[config.mk]
export PLATFORM = sky130hd
export DESIGN_NAME = pipe_ctrl_flat
export DESIGN_NICKNAME = d
export VERILOG_FILES = /design/src/rtl/pipe_pkg.sv /design/src/rtl/pipe_ctrl_if.sv /design/src/rtl/pipe_ctrl_fwd_unit.sv /design/src/rtl/pipe_ctrl.sv /design/src/flat_wrapper.sv
export SDC_FILE = /design/constraint.sdc
export NUM_CORES = 1
export LEC_CHECK = 0
export CAP_MARGIN = 20
export CORE_AREA = 4 4 64 66
export CTS_CLUSTER_SIZE = 30
export DETAILED_ROUTE_END_ITERATION = 10
export DIE_AREA = 0 0 68 70
export PLACE_DENSITY = 0.86
export SETUP_SLACK_MARGIN = 0.4
export SYNTH_ARGS = -nofsm -noshare
export SYNTH_HDL_FRONTEND = slang
export SYNTH_HIERARCHICAL = 1
export SYNTH_SLANG_ARGS = --single-unit
[constraint.sdc]
create_clock -name clk -period 2.3 [get_ports clk]
set_input_delay 0.23 -clock clk [delete_from_list [all_inputs] [get_ports clk]]
set_output_delay 0.23 -clock clk [all_outputs]
set_load 0.01 [all_outputs]
[src/rtl/pipe_pkg.sv]
// pipe_pkg: shared polarity constants, ALU op codes, per-stage control bundles
// and their bubble values, and forwarding select encodings for pipe_ctrl.
`default_nettype none

package pipe_pkg;

   // Decoder control lines are active-low: 0 = activo, 1 = desactivo.
   localparam logic ACTIVO    = 1'b0;
   localparam logic DESACTIVO = 1'b1;

   localparam int REG_W = 5;
   localparam int ALU_W = 3;

   localparam logic [ALU_W-1:0] ALU_NOP     = 3'b000;
   localparam logic [ALU_W-1:0] ALU_ADD     = 3'b001;
   localparam logic [ALU_W-1:0] ALU_SUB     = 3'b010;
   localparam logic [ALU_W-1:0] ALU_AND     = 3'b011;
   localparam logic [ALU_W-1:0] ALU_OR      = 3'b100;
   localparam logic [ALU_W-1:0] ALU_SLT     = 3'b101;
   localparam logic [ALU_W-1:0] ALU_COMPARE = 3'b110;

   typedef logic [REG_W-1:0] reg_idx_t;

   typedef struct packed {
      logic [ALU_W-1:0] alu_fun;
      logic             sel_alu;
   } ex_ctrl_t;

   typedef struct packed {
      logic mem_rd;
      logic mem_wr;
      logic w_h;
   } mem_ctrl_t;

   typedef struct packed {
      logic dir_wb;
      logic reg_wr;
   } wb_ctrl_t;

   typedef struct packed {
      ex_ctrl_t  ex;
      mem_ctrl_t mem;
      wb_ctrl_t  wb;
      reg_idx_t  dest;
      reg_idx_t  rs;
      reg_idx_t  rt;
   } id_ex_t;

   typedef struct packed {
      mem_ctrl_t mem;
      wb_ctrl_t  wb;
      reg_idx_t  dest;
   } ex_mem_t;

   typedef struct packed {
      wb_ctrl_t wb;
      reg_idx_t dest;
   } mem_wb_t;

   localparam ex_ctrl_t  EX_BUBBLE  = '{alu_fun: ALU_NOP, sel_alu: 1'b0};
   localparam mem_ctrl_t MEM_BUBBLE = '{mem_rd: DESACTIVO, mem_wr: DESACTIVO, w_h: 1'b0};
   localparam wb_ctrl_t  WB_BUBBLE  = '{dir_wb: 1'b1, reg_wr: DESACTIVO};

   localparam id_ex_t ID_EX_BUBBLE = '{
      ex: EX_BUBBLE, mem: MEM_BUBBLE, wb: WB_BUBBLE, dest: '0, rs: '0, rt: '0
   };
   localparam ex_mem_t EX_MEM_BUBBLE = '{mem: MEM_BUBBLE, wb: WB_BUBBLE, dest: '0};
   localparam mem_wb_t MEM_WB_BUBBLE = '{wb: WB_BUBBLE, dest: '0};

   typedef enum logic [1:0] {
      FWD_BANK  = 2'b00,
      FWD_MEMWB = 2'b01,
      FWD_EXMEM = 2'b10
   } fwd_sel_t;

   // A stage is a usable forwarding source only if it writes a non-zero register.
   function automatic logic writes_reg(input logic reg_wr_n, input reg_idx_t dest);
      return (reg_wr_n == ACTIVO) && (dest != '0);
   endfunction

endpackage

`default_nettype wire

[src/rtl/pipe_ctrl_if.sv]
// pipe_ctrl_if: decoder-side inputs and stage control outputs of pipe_ctrl.
`default_nettype none

interface pipe_ctrl_if;

   logic [4:0] ctrl_EXE;
   logic [2:0] ctrl_MEM;
   logic [1:0] ctrl_WB;
   logic       REG_RD;
   logic       resetIF;
   logic [4:0] rs_id;
   logic [4:0] rt_id;
   logic [4:0] rd_id;

   logic       stall;
   logic       flush_if;
   logic [2:0] alu_fun_ex;
   logic       sel_alu_ex;
   logic [1:0] fwd_a;
   logic [1:0] fwd_b;
   logic       mem_rd_mem;
   logic       mem_wr_mem;
   logic       w_h_mem;
   logic       dir_wb_wb;
   logic       reg_wr_wb;
   logic [4:0] dest_wb;

   modport master (
      output ctrl_EXE, ctrl_MEM, ctrl_WB, REG_RD, resetIF, rs_id, rt_id, rd_id,
      input  stall, flush_if, alu_fun_ex, sel_alu_ex, fwd_a, fwd_b,
             mem_rd_mem, mem_wr_mem, w_h_mem, dir_wb_wb, reg_wr_wb, dest_wb
   );

   modport slave (
      input  ctrl_EXE, ctrl_MEM, ctrl_WB, REG_RD, resetIF, rs_id, rt_id, rd_id,
      output stall, flush_if, alu_fun_ex, sel_alu_ex, fwd_a, fwd_b,
             mem_rd_mem, mem_wr_mem, w_h_mem, dir_wb_wb, reg_wr_wb, dest_wb
   );

endinterface

`default_nettype wire

[src/rtl/pipe_ctrl_fwd_unit.sv]
// fwd_unit: combinational ALU operand source selection for the EX stage.
`default_nettype none

module fwd_unit
   import pipe_pkg::*;
(
   input  reg_idx_t rs_ex_i,
   input  reg_idx_t rt_ex_i,
   input  reg_idx_t dest_mem_i,
   input  reg_idx_t dest_wb_i,
   input  logic     reg_wr_mem_i,
   input  logic     reg_wr_wb_i,
   output fwd_sel_t fwd_a_o,
   output fwd_sel_t fwd_b_o
);

   // EX/MEM holds the younger result, so it is checked first.
   function automatic fwd_sel_t pick(input reg_idx_t src);
      fwd_sel_t sel;
      sel = FWD_BANK;
      if (writes_reg(reg_wr_mem_i, dest_mem_i) && (dest_mem_i == src)) begin
         sel = FWD_EXMEM;
      end else if (writes_reg(reg_wr_wb_i, dest_wb_i) && (dest_wb_i == src)) begin
         sel = FWD_MEMWB;
      end
      return sel;
   endfunction

   assign fwd_a_o = pick(rs_ex_i);
   assign fwd_b_o = pick(rt_ex_i);

endmodule

`default_nettype wire

[src/rtl/pipe_ctrl.sv]
// pipe_ctrl: carries decoder control bundles through ID/EX, EX/MEM and MEM/WB,
// detects load-use hazards, inserts bubbles, and gates the IF/ID flush.
`default_nettype none

module pipe_ctrl
   import pipe_pkg::*;
(
   input  logic       clk,
   input  logic       rst,
   pipe_ctrl_if.slave bus
);

   id_ex_t   idex_q,  idex_d;
   ex_mem_t  exmem_q, exmem_d;
   mem_wb_t  memwb_q, memwb_d;

   id_ex_t   id_capture;
   logic     hazard;
   fwd_sel_t fwd_a;
   fwd_sel_t fwd_b;

   always_comb begin
      id_capture      = ID_EX_BUBBLE;
      id_capture.ex   = ex_ctrl_t'(bus.ctrl_EXE[4:1]);
      id_capture.mem  = mem_ctrl_t'(bus.ctrl_MEM);
      id_capture.wb   = wb_ctrl_t'(bus.ctrl_WB);
      id_capture.dest = bus.ctrl_EXE[0] ? bus.rd_id : bus.rt_id;
      id_capture.rs   = bus.rs_id;
      id_capture.rt   = bus.rt_id;
   end

   // Load in EX whose destination is read by the instruction in ID.
   always_comb begin
      hazard = 1'b0;
      if ((idex_q.mem.mem_rd == ACTIVO) && (idex_q.dest != '0) &&
          (bus.REG_RD == ACTIVO) &&
          ((idex_q.dest == bus.rs_id) || (idex_q.dest == bus.rt_id))) begin
         hazard = 1'b1;
      end
   end

   always_comb begin
      idex_d       = hazard ? ID_EX_BUBBLE : id_capture;
      exmem_d      = EX_MEM_BUBBLE;
      exmem_d.mem  = idex_q.mem;
      exmem_d.wb   = idex_q.wb;
      exmem_d.dest = idex_q.dest;
      memwb_d      = MEM_WB_BUBBLE;
      memwb_d.wb   = exmem_q.wb;
      memwb_d.dest = exmem_q.dest;
   end

   always_ff @(posedge clk) begin
      if (rst) begin
         idex_q  <= ID_EX_BUBBLE;
         exmem_q <= EX_MEM_BUBBLE;
         memwb_q <= MEM_WB_BUBBLE;
      end else begin
         idex_q  <= idex_d;
         exmem_q <= exmem_d;
         memwb_q <= memwb_d;
      end
   end

   fwd_unit u_fwd_unit (
      .rs_ex_i      (idex_q.rs),
      .rt_ex_i      (idex_q.rt),
      .dest_mem_i   (exmem_q.dest),
      .dest_wb_i    (memwb_q.dest),
      .reg_wr_mem_i (exmem_q.wb.reg_wr),
      .reg_wr_wb_i  (memwb_q.wb.reg_wr),
      .fwd_a_o      (fwd_a),
      .fwd_b_o      (fwd_b)
   );

   // A jump held behind a load must not flush until its stall has cleared.
   assign bus.stall      = hazard;
   assign bus.flush_if   = bus.resetIF & ~hazard;
   assign bus.fwd_a      = fwd_a;
   assign bus.fwd_b      = fwd_b;
   assign bus.alu_fun_ex = idex_q.ex.alu_fun;
   assign bus.sel_alu_ex = idex_q.ex.sel_alu;
   assign bus.mem_rd_mem = exmem_q.mem.mem_rd;
   assign bus.mem_wr_mem = exmem_q.mem.mem_wr;
   assign bus.w_h_mem    = exmem_q.mem.w_h;
   assign bus.dir_wb_wb  = memwb_q.wb.dir_wb;
   assign bus.reg_wr_wb  = memwb_q.wb.reg_wr;
   assign bus.dest_wb    = memwb_q.dest;

endmodule

`default_nettype wire

[src/flat_wrapper.sv]
// flat-port wrapper written by rule: the top's interface ports become plain ports
module pipe_ctrl_flat import pipe_pkg::*;
  (clk, rst, bus_ctrl_EXE, bus_ctrl_MEM, bus_ctrl_WB, bus_REG_RD, bus_resetIF, bus_rs_id, bus_rt_id, bus_rd_id, bus_stall, bus_flush_if, bus_alu_fun_ex, bus_sel_alu_ex, bus_fwd_a, bus_fwd_b, bus_mem_rd_mem, bus_mem_wr_mem, bus_w_h_mem, bus_dir_wb_wb, bus_reg_wr_wb, bus_dest_wb);
  pipe_ctrl_if bus_i ();
  input  logic clk;
  input  logic rst;
  input wire logic [$bits(bus_i.ctrl_EXE)-1:0] bus_ctrl_EXE;
  input wire logic [$bits(bus_i.ctrl_MEM)-1:0] bus_ctrl_MEM;
  input wire logic [$bits(bus_i.ctrl_WB)-1:0] bus_ctrl_WB;
  input wire logic [$bits(bus_i.REG_RD)-1:0] bus_REG_RD;
  input wire logic [$bits(bus_i.resetIF)-1:0] bus_resetIF;
  input wire logic [$bits(bus_i.rs_id)-1:0] bus_rs_id;
  input wire logic [$bits(bus_i.rt_id)-1:0] bus_rt_id;
  input wire logic [$bits(bus_i.rd_id)-1:0] bus_rd_id;
  output wire logic [$bits(bus_i.stall)-1:0] bus_stall;
  output wire logic [$bits(bus_i.flush_if)-1:0] bus_flush_if;
  output wire logic [$bits(bus_i.alu_fun_ex)-1:0] bus_alu_fun_ex;
  output wire logic [$bits(bus_i.sel_alu_ex)-1:0] bus_sel_alu_ex;
  output wire logic [$bits(bus_i.fwd_a)-1:0] bus_fwd_a;
  output wire logic [$bits(bus_i.fwd_b)-1:0] bus_fwd_b;
  output wire logic [$bits(bus_i.mem_rd_mem)-1:0] bus_mem_rd_mem;
  output wire logic [$bits(bus_i.mem_wr_mem)-1:0] bus_mem_wr_mem;
  output wire logic [$bits(bus_i.w_h_mem)-1:0] bus_w_h_mem;
  output wire logic [$bits(bus_i.dir_wb_wb)-1:0] bus_dir_wb_wb;
  output wire logic [$bits(bus_i.reg_wr_wb)-1:0] bus_reg_wr_wb;
  output wire logic [$bits(bus_i.dest_wb)-1:0] bus_dest_wb;
  assign bus_i.ctrl_EXE = bus_ctrl_EXE;
  assign bus_i.ctrl_MEM = bus_ctrl_MEM;
  assign bus_i.ctrl_WB = bus_ctrl_WB;
  assign bus_i.REG_RD = bus_REG_RD;
  assign bus_i.resetIF = bus_resetIF;
  assign bus_i.rs_id = bus_rs_id;
  assign bus_i.rt_id = bus_rt_id;
  assign bus_i.rd_id = bus_rd_id;
  assign bus_stall = bus_i.stall;
  assign bus_flush_if = bus_i.flush_if;
  assign bus_alu_fun_ex = bus_i.alu_fun_ex;
  assign bus_sel_alu_ex = bus_i.sel_alu_ex;
  assign bus_fwd_a = bus_i.fwd_a;
  assign bus_fwd_b = bus_i.fwd_b;
  assign bus_mem_rd_mem = bus_i.mem_rd_mem;
  assign bus_mem_wr_mem = bus_i.mem_wr_mem;
  assign bus_w_h_mem = bus_i.w_h_mem;
  assign bus_dir_wb_wb = bus_i.dir_wb_wb;
  assign bus_reg_wr_wb = bus_i.reg_wr_wb;
  assign bus_dest_wb = bus_i.dest_wb;
  pipe_ctrl u_core (.clk(clk), .rst(rst), .bus(bus_i));
endmodule
### Word-level counts from Yosys, hierarchy flattened

Index checks and enable logic that the tools add are counted.

* input bits: 29
* word-level logic and storage cells: 51
* register bits: 41
* output and inout port bits: 20

* mux-type cells: 6
* bitwise gates (word level): 6
* reductions and logical operators: 14
* equality and inequality tests: 6

Operators by type and width (number)
* == test 5 bit: 6
* nonzero test 5 bit: 3
* logical AND 1 bit: 9
* 2-to-1 mux 5 bit: 1
* NOT 1 bit: 5
* 2-to-1 mux 2 bit: 2
* 2-to-1 mux 1 bit: 3
* OR reduction 2 bit: 1
* bitwise AND 1 bit: 1
* logical OR 1 bit: 1

### Logic depth before layout (Yosys ltp)

Gate-level depths: netlist of the first run.

* word-level depth: 7
* gate-level depth with buffers: 5
* depth with buffers taken out: 4

### Cells and area by module

Netlist of the first run, hierarchy kept.

By module, submodules not included
* pipe_ctrl: area each 1480.2 um^2, cells each 134, instances 1
* fwd_unit: area each 260.2 um^2, cells each 34, instances 1

### Worst setup path after synthesis of the first run

OpenSTA, ideal clock, no wires.

* kind: reg2out
* start point: register u_core/exmem_q[0] (netlist bit)
* end point: output bus_fwd_a[0]
* cell stages (with the launch flop): 5
* arrival: 1535 ps
* path slack: 535 ps
* cell sequence: dfxtp_1 -> or4_1 -> o21bai_2 -> nor4_1 -> nor4_1

* word-level cells in the longest chain between the ends: 4
* elaborated cells between the ends (all ways): 5
* classes of those cells: 1 x eq/ne; 1 x mux; 3 x reduce/logical

RTL lines
* start: declaration: line pipe_ctrl.sv:14 `ex_mem_t exmem_q, exmem_d;`
* start signal: assignment: line pipe_ctrl.sv:60 `exmem_q <= exmem_d;`
* nonzero test 5 bit: line pipe_pkg.sv:78 `return (reg_wr_n == ACTIVO) && (dest != '0);`
* logical AND 1 bit: line pipe_pkg.sv:78
* logical AND 1 bit (*): line pipe_ctrl_fwd_unit.sv:21 `if (writes_reg(reg_wr_mem_i, dest_mem_i) && (dest_mem_i == src)) begin`
* 2-to-1 mux 2 bit (*): line pipe_ctrl_fwd_unit.sv:21
* end: declaration: line flat_wrapper.sv:19 `output wire logic [$bits(bus_i.fwd_a)-1:0] bus_fwd_a;`

Every way passes the cells marked *; elsewhere a longest branch is shown, timed or not.

### Final worst setup path of the first run

* start point: register u_core/exmem_q[4] (netlist bit)
* end point: output bus_fwd_a[0]

The elaborated chain is that of the path after synthesis.

==> results by group, run 1 <==
Yosys
  • Multiplexer share of the synthesized area: 0.0288
  • Largest family of logic cells by synthesized area: simple AND/OR/NAND/NOR gates
  • Synth Area in Simple Gates: 0.182
  • Cells after Synth: 168
  • Cell with the most instances after synthesis: dfxtp_1
  • Syn nets: 197
  • Synth Area in Adders: 0
  • Register area share after synthesis: 0.472
  • Post-synth EDFFs: 0
  • FFs w/ async S/R, synth: 0
  • Xor/xnor cell area share of the yosys netlist: 0.151
  • Synth warnings: 6
  • Avg Cell Area, Syn: 10.4 µm²
  • Library cells used by synthesis: 28
  • Cell area after synthesis: 1740 µm²
  • Synthesis-stage register bit count: 41
  • Compound-Gate Fraction of Synth Area: 0.121
  • Largest area contributor in the netlist: dfxtp_1
  • Post-synth top area share: 0.472
  • Dominant cells by area after synthesis: dfxtp_1 47%, xnor2_1 10%, nand2b_1 5.4%, xor2_1 5.0%, a21oi_1 4.3%
  • Synth Flop Type: dfxtp_1
  • Top post-synthesis cells by count: 41 x dfxtp_1, 20 x xnor2_1, 15 x a21oi_1, 15 x nand2b_1, 11 x nor2b_1

Worst setup path
  • Critical Path Sink Type: output port
  • Required @ worst endpoint: 2.07 ns
  • Crit path kind: reg -> out
  • RR Startpoint: u_core/exmem_d[3]
  • Crit Reg-Reg Endpoint: u_core/exmem_d[0]
  • CP Max Fanout: 2
  • CP peak stage delay: 0.53 ns
  • CP delay by family, top: simple AND/OR/NAND/NOR gates
  • CP Cell Sequence: or4_4 > o21bai_4 > nor4_4 > nor4_2 > buf_2
  • Crit-path slowest cell: or4_4
  • WP buf/inv: 1
  • Worst reg-to-reg setup slack: 0.86 ns
  • Cell count of the worst reg-to-reg path: 5
  • Critical path arrival: 1.85 ns
  • Startpoint Class: flop

Pwr
  • Leakage power: 0.919 nW
  • Power Density: 640 nW/µm²
  • Worst vdd ir: 0.452 mV

Clocking
  • Max clock buf depth: 2
  • H-tree depth: 2
  • TritonCTS clock tree: done
  • Clock Sinks: 41
  • CTS Buf Count: 5
  • Worst-Skew Late Latency: 0.36 ns
  • Clk pin slew, worst setup/hold paths: 0.13 ns
  • CTS Root Cell: clkbuf_4

Routing
  • DR vias: 1308
  • Total Wirelength: 3740 µm
  • Via density: 4.94
  • Routed WL per cell: 14.1 µm
  • Router iterations before antenna repair: 4
  • DR iter-0 viols: 13
  • Drt drc: 0
  • Antenna Nets Post-Route: 0

Place
  • Routability cong.: 0.830
  • Placement Cell Area: 2230 µm²
  • Dpl cells: 256
  • Hpwl dp: 2670 µm
  • Placement Setup Slack: 0.0887 ns
  • I/O Buffers: 48

Timing
  • Final worst slack: 0.215 ns
  • Fmax achieved: 480 MHz
  • Final setup fails: 0
  • Total Neg Setup Slack: 0 ns
  • RSZ-0062 raised after global routing: yes
  • Final hold violations: 0
  • Worst slew margin: 0.765
  • Worst slew pin tran: 0.352 ns
  • Max-slew violations: 0
  • Post-Route Skew: 0.0175 ns
  • Final worst-path cycle share: 0.906
  • Minimum clock period: 2.08 ns
  • Hold slack: 0.395 ns

GRT
  • GR Overflow Total: 0
  • Pin count of the biggest net entering global routing: 42
  • Initial antenna violation count: 0
  • First-pass GRT wire length: 5880 µm
  • Vias in the first global route: 1312
  • GRT Overall Usage: 0.165

Min path
  • Hold_sp: bus_ctrl_EXE[1]
  • Hold Crit Class: in -> reg
  • Hold Path Stages: 3
  • Hold Path End: u_core/bus.sel_alu_ex

Layout
  • Synthesis-to-finish area growth: 36.2%
  • Layout cells sized above 1: 0.198
  • Antenna diode count: 0
  • Post-route cell area: 2370 µm²
  • Final #Nets: 245
  • Non-Filler Instances: 265

Die
  • Initial Util: 0.486
  • Chip Width: 68 µm
  • Ports: 49
  • Core Region: 3580 µm²
  • Die extent in y: 70 µm
  • Die area: 4760 µm²
  • Row count: 22

Run status
  • Status: finished, final reports clean

Job
  • Max Cap Violations: 0
logic make-up (layout without fill, tap and decap cells):
logic type | Yosys count | count (layout)
buf+inv | 12 | 61
mux | 5 | 5
xor+xnor | 30 | 30
flops | 41 | 41
simple gates | 52 | 52
compound gates | 28 | 28
flip-flops by register name (all words and copies together), names as in the netlist:
name,count
u_core/exmem_d,10
u_core/bus.reg_wr_wb,1
u_core/bus.dest_wb,5
u_core/bus.mem_wr_mem,1
u_core/bus.dir_wb_wb,1
u_core/bus.mem_rd_mem,1
u_core/exmem_q,7
u_core/bus.sel_alu_ex,1
u_core/idex_q,10
u_core/bus.w_h_mem,1
u_core/bus.alu_fun_ex,3
tightest hold or removal path, stage by stage:
cell             delay (ns)
clkdlybuf4s50_1        0.40
nand2b_1               0.07
a21oi_1                0.04
stage by stage:
stage           util  total power [mW]
2_1_floorplan      -             0.927
3_3_place_gp   0.624              1.02
3_5_place_dp   0.624              1.02
4_1_cts        0.653              1.51
5_1_grt        0.662              1.57
6_report       0.662              1.52
placed cells by master (no fill, tap or decap), drive strengths merged, types with 2 or more instances in the layout:
master	synthesis	routed
clkbuf	4	8
or4	2	2
buf	8	8
dfxtp	41	41
mux2i	5	5
nor2b	11	11
or2	6	6
a21oi	15	15
nor4	4	4
clkdlybuf4s50	0	42
nand2	2	2
a211o	4	4
nor3	3	3
xnor2	20	20
xor2	10	10
nand3	6	6
nor2	2	2
nand2b	15	15
a211oi	6	6
layout make-up:
type,count,area (µm²)
fill,300,1210
multi-input combinational,115,893
sequential,41,836
timing repair buffer,53,492
tap,48,60.1
clock buffer,6,51.3
clock inverter,2,37.5
where the power goes:
| part | total [mW] | internal [mW] | switching, mW |
|---|---|---|---|
| Combinational | 0.244 | 0.139 | 0.105 |
| Clock | 0.492 | 0.258 | 0.234 |
| Sequential | 0.780 | 0.747 | 0.0330 |
worst max-delay path by stage:
| stage | end | cells past startpoint | start | slack (ns) |
|---|---|---|---|---|
| after global placement | bus_stall | 6 | bus_rt_id[3] | 0.14 |
| after CTS | bus_fwd_a[0] | 5 | u_core/exmem_q[2] | 0.19 |
| after detailed placement | bus_fwd_a[0] | 5 | u_core/exmem_q[0] | 0.09 |
| final | bus_fwd_a[0] | 5 | u_core/exmem_q[4] | 0.22 |
| after floorplan | bus_fwd_a[0] | 4 | u_core/exmem_q[0] | 0.54 |
| after global routing | bus_fwd_a[0] | 5 | u_core/exmem_q[4] | 0.15 |
repair_timing:
| action | in CTS | in global routing |
|---|---|---|
| setup endpoints to repair | 6 | 6 |
| resized for setup | 29 | 13 |
| hold buffers | 0 | 0 |
| setup buffers | 1 | 0 |
| pin swaps | 6 | 6 |
per-layer routing:
metal	wire, µm	share of wire	up-vias	global-route usage
li1	-	-	656	-
met5	0	0	-	0
met3	219	0.059	9	0.0482
met2	1870	0.50	40	0.287
met4	91	0.024	0	0.0728
met1	1560	0.42	603	0.178
(Power assumes the default switching activity.)
==> inputs of run 2 (changes only) <==
Settings changed: HOLD_SLACK_MARGIN set to 0.1.
==> results of run 2 <==
The final DEF is identical to that of run 1; final timing and power are the same.
==> inputs of run 3 (changes only) <==
Settings changed: ABC_AREA set to 0, CORE_AREA 4 4 64 66 to 4 4 65 67, DIE_AREA 0 0 68 70 to 0 0 69 71, PLACE_DENSITY 0.86 to 0.83, SYNTH_HIERARCHICAL 1 to unset.
==> run 3 against run 2 <==
  * Synthesized area fell by 2.0%
  * Power rose by 5.4%
  * Maximum frequency increased by 4.5%
  * First-iteration DRC count grew to 2.8 times the previous value
  * Cell area increased by 2.7%
  * Sequential cell count stayed put
  * Sequential power is 0.8% lower
  * Critical path depth is 1 lower
  * Cell count up 1.5%
  * Core utilization increased by 0.75 points
  * Global-route usage fell by 2.1 points
  * Via count about the same
  * Critical path type unchanged
==> results by group, run 3 <==
Die
  • Die extent in y: 71 µm (+1.4%)
  • Ports: 49 (unchanged)
  • Row count: 22 (unchanged)
  • Core Region: 3630 µm² (+1.5%)
  • Initial Util: 0.469 (-0.0170)
  • Die area: 4900 µm² (+2.9%)
  • Chip Width: 69 µm (+1.5%)

Yosys
  • Post-synth top area share: 0.481 (+0.00969)
  • Dominant cells by area after synthesis: dfxtp_1 48%, xnor2_1 9.2%, xor2_1 6.2%, nand2b_1 5.5%, a21oi_1 4.4%
  • Top post-synthesis cells by count: 41 x dfxtp_1, 18 x xnor2_1, 15 x a21oi_1, 15 x nand2b_1, 12 x xor2_1
  • Synth Flop Type: dfxtp_1
  • FFs w/ async S/R, synth: 0 (unchanged)
  • Library cells used by synthesis: 27 (-3.6%)
  • Multiplexer share of the synthesized area: 0.0293 (+0.000591)
  • Largest area contributor in the netlist: dfxtp_1
  • Largest family of logic cells by synthesized area: simple AND/OR/NAND/NOR gates
  • Avg Cell Area, Syn: 10.2 µm² (-1.4%)
  • Cell area after synthesis: 1710 µm² (-2.0%)
  • Synth warnings: 0 (-6)
  • Register area share after synthesis: 0.481 (+0.00969)
  • Syn nets: 196 (-0.51%)
  • Synthesis-stage register bit count: 41 (unchanged)
  • Xor/xnor cell area share of the yosys netlist: 0.154 (+0.00310)
  • Compound-Gate Fraction of Synth Area: 0.117 (-0.00484)
  • Cell with the most instances after synthesis: dfxtp_1
  • Synth Area in Adders: 0 (unchanged)
  • Cells after Synth: 167 (-0.60%)
  • Synth Area in Simple Gates: 0.183 (+0.000802)
  • Post-synth EDFFs: 0 (unchanged)

Clocking
  • Hold_buf cts: 0 (unchanged)
  • CTS Buf Count: 5 (unchanged)
  • Worst-Skew Late Latency: 0.29 ns (-0.07 ns)
  • Clk pin slew, worst setup/hold paths: 0.07 ns (-0.06 ns)
  • Max clock buf depth: 2 (unchanged)
  • TritonCTS clock tree: done
  • H-tree depth: 2 (unchanged)
  • Clock Sinks: 41 (unchanged)
  • CTS Root Cell: clkbuf_8

Routing
  • Via density: 4.87 (-1.4%)
  • DR iter-0 viols: 37 (+24)
  • Routed WL per cell: 13.1 µm (-7.3%)
  • Drt drc: 0 (unchanged)
  • Antenna Nets Post-Route: 0 (unchanged)
  • DR vias: 1309 (+0.076%)
  • Total Wirelength: 3520 µm (-5.9%)
  • Router iterations before antenna repair: 4 (unchanged)

Run status
  • Status: finished, final reports clean

Place
  • Dpl cells: 254 (-0.78%)
  • Placement Setup Slack: 0.147 ns (+0.0587 ns)
  • I/O Buffers: 48 (unchanged)
  • Routability cong.: 0.844 (+1.7%)
  • Placement Cell Area: 2210 µm² (-1.1%)
  • Hpwl dp: 2470 µm (-7.7%)

Worst setup path
  • CP Max Fanout: 4 (+2)
  • Required @ worst endpoint: 2.07 ns (about the same)
  • Startpoint Class: flop
  • CP peak stage delay: 0.53 ns (about the same)
  • WP buf/inv: 1 (unchanged)
  • CP delay by family, top: simple AND/OR/NAND/NOR gates
  • Crit path kind: reg -> out
  • Critical Path Sink Type: output port
  • Crit-path slowest cell: or4_1
  • CP Cell Sequence: xor2_1 > or4_1 > nor4_2 > buf_2
  • Critical path arrival: 1.77 ns (-0.08 ns)

Layout
  • Layout cells sized above 1: 0.208 (+0.00999)
  • Synthesis-to-finish area growth: 42.7%
  • Final #Nets: 249 (+1.6%)
  • FF+latch area: 843 µm² (+0.90%)
  • Commonest cells after routing, fill and taps aside: 38 x clkdlybuf4s50_1, 31 x dfxtp_1, 17 x xnor2_1
  • Antenna diode count: 0 (unchanged)
  • Non-Filler Instances: 269 (+1.5%)
  • Post-route cell area: 2430 µm² (+2.7%)
  • Number of fill cells: 307 (+2.3%)
  • Most common cell after layout, fill and taps aside: clkdlybuf4s50_1
  • Multi-input logic area: 871 µm² (-2.5%)

GRT
  • Initial antenna violation count: 0 (unchanged)
  • Vias in the first global route: 1199 (-8.6%)
  • First-pass GRT wire length: 5580 µm (-5.0%)
  • GRT Overall Usage: 0.143 (-0.0212)
  • GR Overflow Total: 0 (unchanged)
  • Pin count of the biggest net entering global routing: 42 (unchanged)

Timing
  • Fmax achieved: 501 MHz (+4.5%)
  • Worst slew margin: 0.776 (+0.0106)
  • Final hold violations: 0 (unchanged)
  • Minimum clock period: 2.00 ns (-0.0889 ns)
  • Worst slew pin tran: 0.337 ns (-0.0159 ns)
  • Total Neg Setup Slack: 0 ns (unchanged)
  • RSZ-0062 raised after global routing: yes
  • Final setup fails: 0 (unchanged)
  • Max-slew violations: 0 (unchanged)
  • Final worst slack: 0.304 ns (+0.0889 ns)
  • Post-Route Skew: 0.00400 ns (-0.0135 ns)
  • Final worst-path cycle share: 0.868 (-0.0387)

Job
  • Max Cap Violations: 0 (unchanged)

Pwr
  • Leakage power: 1.01 nW (+9.7%)
  • Worst vdd ir: 0.366 mV (-19%)
  • Power Density: 657 nW/µm² (+2.7%)
  • Overall power: 1.60 mW (+5.4%)

Min path
  • Hold Crit Class: in -> reg
-- run 3: through the flow --
| step | util | hold slack [ns] |
|---|---|---|
| finish | 0.670 | 0.259 |
| CTS | 0.646 | 0.357 |
| global route | 0.670 | 0.261 |
| detailed placement | 0.607 | 0.395 |
| global placement | 0.607 | 0.392 |
| floorplan | - | 0.324 |
-- run 3: logic make-up (layout without fill, tap and decap cells) --
group | after synthesis | count (layout)
simple gates | 50 | 50
flops | 41 | 41
mux | 5 | 5
compound gates | 29 | 29
xor+xnor | 30 | 30
buf+inv | 12 | 66
-- run 3: cell type report --
type	count	area share
multi-input cells	114	0.358
flip-flops and latches	41	0.347
repair buffers	58	0.223
clock buffers	7	0.0355
well taps	48	0.0247
clock inverters	1	0.0123
-- run 3: worst paths after layout --
path,startpoint,slack (ns),to,cells after the start
min reg2reg,u_core.exmem_q[6],0.41,u_core.bus.dir_wb_wb,1
max,u_core.bus.dest_wb[1],0.30,bus_fwd_b[0],4
max reg2reg,u_core.exmem_d[1],0.80,u_core.exmem_d[6],5
min,bus_rt_id[2],0.26,u_core.idex_q[2],3
-- run 3: routing by layer --
metal / up-vias / share of wire / GRT usage
met4: 0 / 0.014 / 0.0607
met1: 604 / 0.43 / 0.174
met3: 8 / 0.059 / 0.0497
li1: 664 / - / -
met2: 33 / 0.50 / 0.232
met5: - / 0 / 0
-- run 3: tightest hold or removal path, cell delays in order --
cell and delay, ns:
dlymetal6s2s_1 0.15, nand2b_1 0.08, a21oi_1 0.04
-- run 3: what timing repair did --
| item | 4_1_cts | 5_1_grt |
|---|---|---|
| pin swaps | 4 | 8 |
| gates resized for setup | 23 | 20 |
| hold endpoints to repair | 0 | 0 |
| setup buffers | 3 | 4 |
| endpoints found under the setup margin | 6 | 6 |
-- run 3: where the power goes --
part	internal (mW)	switching, mW	leakage (nW)
sequential	0.744	0.0303	0.344
combinational	0.137	0.0984	0.605
clock	0.354	0.236	0.0585
total	1.23	0.364	1.01
